## src/rtl/bus_arbiter_6502.sv

```systemverilog
// bus_arbiter_6502
//   Shares the single external memory bus of a 6502 core between the CPU and
//   one DMA requester. The CPU is stalled through RDY while DMA owns the bus.
//   DMA bursts are bounded by MAX_BURST and followed by CPU_MIN cycles of
//   guaranteed CPU ownership. A debug halt freezes the CPU indefinitely while
//   DMA may still be served.
//
// Ports
//   clk, rst                    clock, synchronous active-high reset
//   cpu_ab/cpu_do/cpu_we        CPU bus request (from core AB/DO/WE)
//   cpu_rdy                     to core RDY (0 = CPU frozen), registered
//   cpu_di                      to core DI, straight from bus_di
//   dma_req/addr/wdata/we       DMA request and access attributes
//   dma_gnt                     DMA access is on the bus this cycle (registered)
//   dma_ack/dma_rdata           completion pulse and read data, one cycle later
//   dbg_halt                    debug halt of the CPU
//   bus_ab/do/we/oeb, bus_di    chip pins; bus_di has one cycle of latency
module bus_arbiter_6502 #(
   parameter int MAX_BURST = 8,
   parameter int CPU_MIN   = 2
) (
   input  logic        clk,
   input  logic        rst,
   input  logic [15:0] cpu_ab,
   input  logic [7:0]  cpu_do,
   input  logic        cpu_we,
   output logic        cpu_rdy,
   output logic [7:0]  cpu_di,
   input  logic        dma_req,
   input  logic [15:0] dma_addr,
   input  logic [7:0]  dma_wdata,
   input  logic        dma_we,
   output logic        dma_gnt,
   output logic        dma_ack,
   output logic [7:0]  dma_rdata,
   input  logic        dbg_halt,
   output logic [15:0] bus_ab,
   output logic [7:0]  bus_do,
   output logic        bus_we,
   output logic        bus_oeb,
   input  logic [7:0]  bus_di
);

   typedef enum logic [1:0] {
      ST_CPU,
      ST_DMA,
      ST_HALT,
      ST_COOL
   } state_t;

   localparam logic [7:0] BURST_LAST = 8'(MAX_BURST);
   localparam logic [3:0] COOL_LAST  = 4'(CPU_MIN - 1);
   // Where a burst or a halt hands the bus back to the CPU.
   localparam state_t     RESUME_ST  = (CPU_MIN == 0) ? ST_CPU : ST_COOL;

   state_t      state_reg;
   logic        cpu_rdy_reg;
   logic        dma_gnt_reg;
   logic        dma_ack_reg;
   logic        ack_we_reg;     // the acknowledged access was a write
   logic [7:0]  burst_cnt_reg;  // grants issued in the current DMA burst
   logic [3:0]  cool_cnt_reg;
   logic [15:0] last_ab_reg;    // address parked on the pins when nobody drives

   always_ff @(posedge clk) begin
      if (rst) begin
         state_reg     <= ST_CPU;
         cpu_rdy_reg   <= 1'b1;
         dma_gnt_reg   <= 1'b0;
         dma_ack_reg   <= 1'b0;
         ack_we_reg    <= 1'b0;
         burst_cnt_reg <= 8'd0;
         cool_cnt_reg  <= 4'd0;
         last_ab_reg   <= 16'h0000;
      end else begin
         dma_ack_reg <= dma_gnt_reg;
         ack_we_reg  <= dma_gnt_reg & dma_we;
         last_ab_reg <= bus_ab;
         case (state_reg)
            ST_CPU: begin
               if (dbg_halt) begin
                  // Halt wins over DMA; a simultaneous request is served in HALT.
                  state_reg   <= ST_HALT;
                  cpu_rdy_reg <= 1'b0;
                  dma_gnt_reg <= dma_req;
               end else if (dma_req) begin
                  state_reg     <= ST_DMA;
                  cpu_rdy_reg   <= 1'b0;
                  dma_gnt_reg   <= 1'b1;
                  burst_cnt_reg <= 8'd1;
               end else begin
                  dma_gnt_reg <= 1'b0;
               end
            end
            ST_DMA: begin
               if (dbg_halt) begin
                  state_reg     <= ST_HALT;
                  dma_gnt_reg   <= dma_req;
                  burst_cnt_reg <= 8'd0;
               end else if (!dma_req || burst_cnt_reg >= BURST_LAST) begin
                  // The grant on the bus now is the last one of this burst.
                  state_reg     <= RESUME_ST;
                  cpu_rdy_reg   <= 1'b1;
                  dma_gnt_reg   <= 1'b0;
                  burst_cnt_reg <= 8'd0;
                  cool_cnt_reg  <= 4'd0;
               end else begin
                  dma_gnt_reg   <= 1'b1;
                  burst_cnt_reg <= burst_cnt_reg + 8'd1;
               end
            end
            ST_HALT: begin
               if (!dbg_halt) begin
                  state_reg    <= RESUME_ST;
                  cpu_rdy_reg  <= 1'b1;
                  dma_gnt_reg  <= 1'b0;
                  cool_cnt_reg <= 4'd0;
               end else begin
                  dma_gnt_reg <= dma_req;
               end
            end
            default: begin // ST_COOL: the CPU keeps the bus, DMA requests wait
               dma_gnt_reg <= 1'b0;
               if (dbg_halt) begin
                  state_reg   <= ST_HALT;
                  cpu_rdy_reg <= 1'b0;
                  dma_gnt_reg <= dma_req;
               end else if (cool_cnt_reg >= COOL_LAST) begin
                  state_reg    <= ST_CPU;
                  cool_cnt_reg <= 4'd0;
               end else begin
                  cool_cnt_reg <= cool_cnt_reg + 4'd1;
               end
            end
         endcase
      end
   end

   // Pin mux. While the CPU is stalled its frozen write strobe never reaches
   // the pins; it reappears in the cycle cpu_rdy returns high.
   always_comb begin
      bus_ab = last_ab_reg;
      bus_do = 8'h00;
      bus_we = 1'b0;
      if (cpu_rdy_reg) begin
         bus_ab = cpu_ab;
         bus_do = cpu_do;
         bus_we = cpu_we;
      end else if (dma_gnt_reg) begin
         bus_ab = dma_addr;
         bus_do = dma_wdata;
         bus_we = dma_we;
      end
   end

   assign bus_oeb   = ~bus_we;
   assign cpu_rdy   = cpu_rdy_reg;
   assign cpu_di    = bus_di;
   assign dma_gnt   = dma_gnt_reg;
   assign dma_ack   = dma_ack_reg;
   // Pin read data arrives exactly in the ack cycle, so it is passed through.
   assign dma_rdata = (dma_ack_reg && !ack_we_reg) ? bus_di : 8'h00;

endmodule

```

## config.mk

```make
export PLATFORM = sky130hd
export DESIGN_NAME = bus_arbiter_6502
export DESIGN_NICKNAME = d
export VERILOG_FILES = /design/src/rtl/bus_arbiter_6502.sv
export SDC_FILE = /design/constraint.sdc
export NUM_CORES = 1
export LEC_CHECK = 0
export ABC_AREA = 1
export BUFFER_PORTS_ARGS = -buffer_cell sky130_fd_sc_hd__buf_2
export CORE_MARGIN = 5
export CORE_UTILIZATION = 49
export CTS_CLUSTER_SIZE = 14
export DETAILED_ROUTE_END_ITERATION = 8
export PLACE_DENSITY = 0.85
export SYNTH_ARGS = -nofsm -noshare
export SYNTH_HDL_FRONTEND = slang
export SYNTH_SLANG_ARGS = --single-unit
```

## constraint.sdc

```tcl
create_clock -name clk -period 4.5 [get_ports clk]
set_clock_uncertainty 0.1 [all_clocks]
set_input_delay 0.225 -clock clk [delete_from_list [all_inputs] [get_ports clk]]
set_output_delay 0.225 -clock clk [all_outputs]
set_load 0.05 [all_outputs]
```

==> impl_metrics.json <==
{
  "ys_seq_area_share_pct": 32.2,
  "finalCritPeriodShare_pct": 52.5,
  "vias_per_cell": 4.63,
  "drcViolationCount": 0,
  "endpoint_kind": "primary output",
  "drt_iter0_markers": 60,
  "antennaDiodeCount": 0,
  "maxCapViolCount": 0,
  "die_height_um": 75.7,
  "cts_hold_buf": 0,
  "setup_tns_ns": 0,
  "async_flop_share_pct": 0,
  "clockBufferDepth": 2,
  "initial_utilization_pct": 49.6,
  "ant_nets": 0,
  "drive_above_1_share_pct": 44.3,
  "grt_pass1_vias": 1710,
  "startpoint": "cpu_rdy$_SDFFE_PP1P_",
  "overflow": 0,
  "insertion_delay_ns": 0.29,
  "synthFlopType": "dfxtp_1",
  "grt_max_degree": 33,
  "cts_tree": "built",
  "cts-resized-gates": 0,
  "yosysMostFrequentCell": "inv_1",
  "syn-num-nets": 353,
  "ff2ff_setup_slack_ns": 2.71,
  "crit_end": "bus_ab[0]",
  "synthCells": 283,
  "core_area_sq_um": 4260,
  "vias": 1994,
  "max_slew_margin_pct": 50.6,
  "die_width_um": 75.7,
  "postCtsSetupBuffers": 0,
  "cts_inserted_buffers": 5,
  "ff2ff_path_depth": 5,
  "min_period_ns": 2.36,
  "clock_sinks": 34,
  "status": "completed",
  "worst_pin_slew_ns": 0.740,
  "rsz0062_at_grt": "no",
  "path_max_fanout": 32,
  "ys_types": 29,
  "dr.pass1.iters": 4,
  "largest_reg_flops": 16,
  "setup_viol": 0,
  "total_power_w": 0.00149,
  "antenna_found_initial": 0,
  "maxSlewViolCount": 0,
  "synth_top_area_share_pct": 32.2,
  "avgSynthCellArea_sq_um": 7.48,
  "p_leak_nw": 1.46,
  "finalHoldViolCount": 0,
  "synth_top_cell_by_area": "dfxtp_1",
  "ys_seq_elements": 34,
  "holdPathStages": 3,
  "grt_use_total_pct": 15.8,
  "fill_cells": 374,
  "rows": 24,
  "die_area_sq_um": 5740,
  "hold_slack_ns": 0.0994,
  "r2r-end": "last_ab_reg[3]$_SDFF_PP0_",
  "dp_hpwl_mm": 3.90,
  "ioPinCount": 107,
  "yosys_warnings": 0,
  "wl_mm": 4.91,
  "grt_pass1_wl_mm": 7.04,
  "root_buffer": "clkbuf_8",
  "clock.fmax_mhz": 423,
  "hp-class": "in2reg",
  "syn_to_final_growth_pct": 25.9,
  "place_area_sq_um": 2570,
  "power-per-cell-area_nw_per_um2": 559,
  "routedWlPerCell_um": 11.4,
  "layout.nets": 448,
  "clkTransAtPathRegs_ns": 0.07,
  "start_kind": "register",
  "port_buffers": 106,
  "peakVddDrop_uv": 338,
  "cp.required_ns": 4.18,
  "path_class": "reg2out",
  "synth.area.top_cells": "dfxtp_1, inv_1, nor2_1, o21ai_2, o211ai_2",
  "yosys-top-cells-count": "inv_1, nor2_1, dfxtp_1",
  "gp_congestion": 0.795,
  "final_cell_area_sq_um": 2670,
  "synth_area_sq_um": 2120,
  "synth_edf_count": 0,
  "cts_max_level": 2,
  "utilization_pct": 62.5,
  "worstPathArrival_ns": 2.04,
  "worstReg2RegStart": "cpu_rdy$_SDFFE_PP1P_"
}
[cell type report]
class	instances	area [sq um]	area share [%]
multi-input combinational	169	1060	39.7
inverter	62	235	8.82
sequential	34	681	25.5
clock inverter	2	12.5	0.469
clock buffer	6	82.6	3.10
tap	52	65.1	2.44
timing repair buffer	106	531	19.9
[through the flow]
step | setup WS (ns) | cells
6_report | 2.14 | 431
2_1_floorplan | 2.36 | 283
3_3_place_gp | 2.52 | 423
5_1_grt | 1.98 | 431
4_1_cts | 2.13 | 431
3_5_place_dp | 2.45 | 423
[worst max-delay path, cell delays in order, from the launching register on]
cell and delay, ns:
dfxtp_1 0.48, inv_2 0.62, o211ai_1 0.22, o21ai_2 0.12, buf_2 0.29
[worst min path at each step]
stage,startpoint,to,slack (ns)
2_1_floorplan,dma_we,ack_we_reg$_SDFF_PP0_,0.27
3_3_place_gp,burst_cnt_reg[5]$_SDFFE_PP0P_,burst_cnt_reg[5]$_SDFFE_PP0P_,0.33
3_5_place_dp,burst_cnt_reg[6]$_SDFFE_PP0P_,burst_cnt_reg[6]$_SDFFE_PP0P_,0.33
4_1_cts,dma_we,ack_we_reg$_SDFF_PP0_,0.10
5_1_grt,dma_we,ack_we_reg$_SDFF_PP0_,0.11
6_report,dma_we,ack_we_reg$_SDFF_PP0_,0.1
[kinds of logic after synthesis]
group	after synthesis	synth area share, %
simple gates	107	23.6
buf+inv	80	17.8
compound gates	52	20.9
flops	34	32.2
fa+ha+maj	8	4.73
xor+xnor	2	0.828
[report_power, final]
part | internal, W | switching (W)
Sequential | 0.000354 | 0.0000444
Combinational | 0.000245 | 0.000616
Clock | 0.000123 | 0.000108
[layer usage]
metal  track usage, %  up-vias  part of all wire (%)
met4             4.85        0                  0.90
met5                0        -                     0
met2             29.7       53                    51
li1                 -     1068                     -
met3             3.17        5                   7.6
met1             17.7      868                    40
[cell usage in the layout, fill, tap and decap left out, drive strengths merged, types with 4 or more instances in the layout]
cell	n
buf	106
inv	62
nor2	51
dfxtp	34
nand2	26
o21ai	20
o211ai	16
or2	16
a22o	8
nand3	8
ha	8
a21oi	7
clkbuf	6
nand4	4
Power figures use the tool's default switching activity.
